**src/rtl/timer_io.sv**
```systemverilog
// Memory-mapped down-counting timer with prescaler, one-shot/auto-reload modes and a sticky DONE flag.
// Optional interrupt output Irq is built when the macro TIMER_IO_IRQ_EN is defined.
module timer_io #(
  parameter int PRESCALE = 50000
) (
  input  logic        Clock,
  input  logic        Resetn,
  input  logic [15:0] ADDR,
  input  logic [15:0] DOUT,
  input  logic        W,
  output logic        cs,
  output logic [15:0] Q,
  output logic        Done
`ifdef TIMER_IO_IRQ_EN
  ,
  output logic        Irq
`endif
);

  localparam logic [15:0] PS_LAST = 16'(PRESCALE - 1);

  logic [15:0] load_q;
  logic [15:0] count_q;
  logic [15:0] ps_q;
  logic        en_q;
  logic        auto_q;
  logic        ie_q;
  logic        done_q;

  logic        wr;
  logic [1:0]  sel;
  logic        wr_load;
  logic        wr_ctrl;
  logic        wr_status;
  logic        tick;
  logic        take_tick;
  logic        expire;
  logic        unused_addr;

  assign cs          = (ADDR[15:12] == 4'h4);
  assign sel         = ADDR[1:0];
  assign unused_addr = &{1'b0, ADDR[11:2]};
  assign wr          = cs & W;
  assign wr_load     = wr & (sel == 2'd0);
  assign wr_ctrl     = wr & (sel == 2'd2);
  assign wr_status   = wr & (sel == 2'd3);

  // A LOAD or CTRL write landing on a tick edge swallows that tick entirely.
  assign tick      = en_q && (ps_q == PS_LAST);
  assign take_tick = tick & ~wr_load & ~wr_ctrl;
  assign expire    = take_tick && (count_q <= 16'd1);

  always_ff @(posedge Clock or negedge Resetn) begin
    if (!Resetn) begin
      ps_q <= '0;
    end else if (wr_ctrl || !en_q || tick) begin
      ps_q <= '0;
    end else begin
      ps_q <= ps_q + 16'd1;
    end
  end

  always_ff @(posedge Clock or negedge Resetn) begin
    if (!Resetn) begin
      load_q <= '0;
    end else if (wr_load) begin
      load_q <= DOUT;
    end
  end

  always_ff @(posedge Clock or negedge Resetn) begin
    if (!Resetn) begin
      count_q <= '0;
    end else if (wr_load) begin
      count_q <= DOUT;
    end else if (take_tick) begin
      if (count_q > 16'd1) begin
        count_q <= count_q - 16'd1;
      end else if (auto_q) begin
        count_q <= load_q;
      end else begin
        count_q <= '0;
      end
    end
  end

  // EN is the only run/stop state: set by software, cleared by a one-shot expiry.
  always_ff @(posedge Clock or negedge Resetn) begin
    if (!Resetn) begin
      en_q   <= 1'b0;
      auto_q <= 1'b0;
    end else if (wr_ctrl) begin
      en_q   <= DOUT[0];
      auto_q <= DOUT[1];
    end else if (expire && !auto_q) begin
      en_q   <= 1'b0;
    end
  end

`ifdef TIMER_IO_IRQ_EN
  always_ff @(posedge Clock or negedge Resetn) begin
    if (!Resetn) begin
      ie_q <= 1'b0;
    end else if (wr_ctrl) begin
      ie_q <= DOUT[2];
    end
  end

  assign Irq = done_q & ie_q;
`else
  assign ie_q = 1'b0;
`endif

  always_ff @(posedge Clock or negedge Resetn) begin
    if (!Resetn) begin
      done_q <= 1'b0;
    end else if (expire) begin
      done_q <= 1'b1;
    end else if (wr_status) begin
      done_q <= 1'b0;
    end
  end

  assign Done = done_q;

  always_comb begin
    Q = 16'h0000;
    if (cs) begin
      case (sel)
        2'd0:    Q = load_q;
        2'd1:    Q = count_q;
        2'd2:    Q = {13'd0, ie_q, auto_q, en_q};
        default: Q = {15'd0, done_q};
      endcase
    end
  end

endmodule

```
**config.mk**
```make
export PLATFORM = sky130hd
export DESIGN_NAME = timer_io
export DESIGN_NICKNAME = d
export VERILOG_FILES = /design/src/rtl/timer_io.sv
export SDC_FILE = /design/constraint.sdc
export NUM_CORES = 1
export LEC_CHECK = 0
export CAP_MARGIN = 15
export CORE_AREA = 3 3 88 90
export CTS_BUF_LIST = sky130_fd_sc_hd__clkbuf_2 sky130_fd_sc_hd__clkbuf_4 sky130_fd_sc_hd__clkbuf_8
export CTS_CLUSTER_SIZE = 14
export DETAILED_ROUTE_END_ITERATION = 6
export DIE_AREA = 0 0 91 93
export PLACE_DENSITY = 0.64
export SLEW_MARGIN = 20
export SYNTH_ARGS = -nofsm -noshare
export SYNTH_HDL_FRONTEND = slang
export SYNTH_SLANG_ARGS = --single-unit
```
**constraint.sdc**
```tcl
create_clock -name Clock -period 5.5 [get_ports Clock]
set_input_delay 1.375 -clock Clock [delete_from_list [all_inputs] [get_ports Clock]]
set_output_delay 1.375 -clock Clock [all_outputs]
set_load 0.02 [all_outputs]
```
==> run_results.csv <==
group,metric,value,unit
sta,slew_headroom,40.9,%
global_route,overflow,0,
clocking,cts_setup_buffers,0,
synthesis,synth-edff-count,0,
clocking,numCtsBuffers,5,
worst_setup_path,rr_endpoint,"count_q[3]",
synthesis,synth_seq_cells,51,
floorplan,floorplan.initialDensity,42.4,%
place,gp_congestion,0.866,
global_route,grt_first_pass_wirelength,12700,um
min_path,hold_path.startpoint,"load_q[3]",
clocking,cts_buffer_depth,2,
place,port_buffers,42,
floorplan,die_w,91,um
worst_setup_path,worst-setup-path-type,"in2out",
worst_setup_path,cp_data_arrival_time,3.26,ns
sta,rsz0062_at_grt,"no",
synthesis,ys_seq_area_share,42.2,%
floorplan,boundaryPins,53,
clocking,cts_tree,"done",
routing,num_vias,2680,
routing,ant_nets,0,
place,dpl-instance-area,3550,um^2
clocking,cts-root-buf,"clkbuf_8",
worst_setup_path,reg2reg_from,"count_q[11]",
power_and_ir_drop,p_leak,1.56,nW
global_route,antenna_found_initial,0,
finish,diodes,0,
synthesis,ys_top_cells_by_count,"58 x nor2_1, 56 x nand2_1, 51 x dfrtp_1, 17 x nand3_1",
floorplan,fp-row-count,31,
place,hpwlAfterDp,5000,um
global_route,grt_usage,18.2,%
synthesis,syn_area_per_cell,8.59,um^2
clocking,cts.sinks,51,
synthesis,async_reset_ff_share,100,%
clocking,cts.reportedPaths.clkPinSlew,0.09,ns
sta,setup_viol,0,
finish,nets,429,
global_route,grtUsageMet2,29.4,%
global_route,gr-usage-met1,25.9,%
clocking,htreeDepth,2,
sta,fin_worst_skew,0.00757,ns
min_path,holdPathEnd,"load_q[3]",
synthesis,syn_nets,390,
clocking,postCtsHoldBufs,0,
synthesis,synth_ff_type,"dfrtp_1",
finish,area_growth,21.3,%
routing,wl_per_cell,14.9,um
place,pre_cts_ws,0.885,ns
synthesis,ys_types,56,
run_status,status,"finished clean",
power_and_ir_drop,vdd_drop_max,0.113,mV
sta,max_clock_freq,216,MHz
synthesis,netlist_top_cells_area,"dfrtp_1 42%, nor2_1 7.2%, nand2_1 7.0%",
sta,fin_setup_tns,0,ns
job,drv_cap,0,
synthesis,synth.top_cell.area_share,42.2,%
routing,viasPerCell,5.46,
synthesis,synth_top_area_cell,"dfrtp_1",
sta,slew_violations,0,
synthesis,synth.most_common_cell,"nor2_1",
global_route,grt_pass1_vias,2638,
synthesis,syn_area,3020,um^2
routing,drtIter0Drc,132,
min_path,min_path_cells,2,
sta,hold_violations,0,
clocking,cts_resized,0,
floorplan,die_h,93,um
worst_setup_path,rrSetupSlack,2.79,ns
sta,fin_ws,0.865,ns
worst_setup_path,cp_max_fo,8,
routing,wl,7340,um
worst_setup_path,reg2reg_depth,6,
routing,drc,0,
sta,min_period_over_period,84.3,%
sta,finalCriticalPeriod,4.63,ns
clocking,clock_latency,0.31,ns
routing,first_pass_iters,4,
synthesis,ys_warn_count,0,
synthesis,synthCells,352,
place,dpl.cell_count,483,
global_route,use_met3,2.82,%
sta,tightest_slew,0.883,ns
worst_setup_path,required,4.12,ns
global_route,busiest_layer,"met2",
worst_setup_path,cp-start-kind,"input port",
sta,hold_ws,0.505,ns
floorplan,dieArea,8460,um^2
power_and_ir_drop,power.density,237,nW/um^2
worst_setup_path,endpoint_kind,"primary output",
min_path,hold_path.class,"reg2reg",
finish,stdcell_area,3670,um^2
floorplan,core-area,7140,um^2
finish,finalNonFillerCells,491,
global_route,grt_max_degree,52,
finish,layout-drive-gt1-share,7.14,%
==> area by class of cell <==
type,count,area (um^2)
Clock inverter,2,35.0
Clock buffer,6,82.6
Multi-Input combinational cell,275,1640
Sequential cell,51,1280
Timing Repair Buffer,50,475
Tap cell,99,124
Inverter,8,30.0
Fill cell,693,3470
==> flip-flops by register name, indices dropped and copies added, names as in the netlist <==
| register | count |
|---|---|
| en_q | 1 |
| ps_q | 16 |
| auto_q | 1 |
| Done | 1 |
| count_q | 16 |
| load_q | 16 |
==> worst max-delay path by stage <==
stage              from  slack (ns)    end  cells after the start
2_1_floorplan  ADDR[13]        1.49  Q[10]                      4
3_3_place_gp    ADDR[1]        0.88   Q[0]                      4
3_5_place_dp    ADDR[1]        0.89   Q[0]                      4
4_1_cts         ADDR[1]        0.86   Q[0]                      4
5_1_grt         ADDR[1]        0.81   Q[0]                      4
6_report        ADDR[1]        0.87   Q[0]                      4
==> metal layers <==
| metal | up-vias | part of all wire [%] | wire, um |
|---|---|---|---|
| met5 | - | 0 | 0 |
| met4 | 0 | 0.70 | 51 |
| met3 | 5 | 3.1 | 229 |
| met2 | 51 | 46 | 3350 |
| met1 | 1300 | 51 | 3710 |
| li1 | 1324 | - | - |
==> worst max-delay path: stages <==
cell,delay (ns)
clkdlybuf4s50_1,0.63
mux4_2,0.54
and2_1,0.17
clkdlybuf4s50_1,0.53
==> cells in the final DEF, fill, tap and decap left out, types with 6 or more instances in the layout <==
cell and instances:
a21oi_1 9, a31oi_1 12, buf_4 8, clkbuf_8 6
clkdlybuf4s50_1 41, dfrtp_1 51, inv_1 8, mux2i_1 16
nand2_1 56, nand3_1 17, nand4_1 7, nor2_1 58
o21ai_0 16, xnor2_1 7, xor2_1 12
==> metrics by stage <==
stage,utilization [%],power [mW]
after CTS,51.4,0.875
after global routing,51.4,0.916
final,51.4,0.869
after floorplan,-,0.544
after global placement,49.6,0.596
after detailed placement,49.7,0.601
==> power breakdown <==
| group | total (mW) | switching [mW] | internal, mW | leakage [nW] |
|---|---|---|---|---|
| logic | 0.136 | 0.0703 | 0.0662 | 0.846 |
| registers | 0.458 | 0.0477 | 0.410 | 0.654 |
| clock network | 0.275 | 0.127 | 0.147 | 0.0612 |
==> cells by family (layout without fill, tap and decap cells) <==
group / count (synthesis) / in the layout / synth area share [%]
XOR/XNOR: 19 / 19 / 5.50
AO/OA/AOI/OAI: 67 / 67 / 14.7
flip-flops: 51 / 51 / 42.2
adder cells (fa/ha/maj): 3 / 3 / 1.24
buffers and inverters: 26 / 66 / 3.43
AND/OR/NAND/NOR: 168 / 168 / 26.5
multiplexers: 18 / 18 / 6.41
Power figures use the tool's default switching activity.
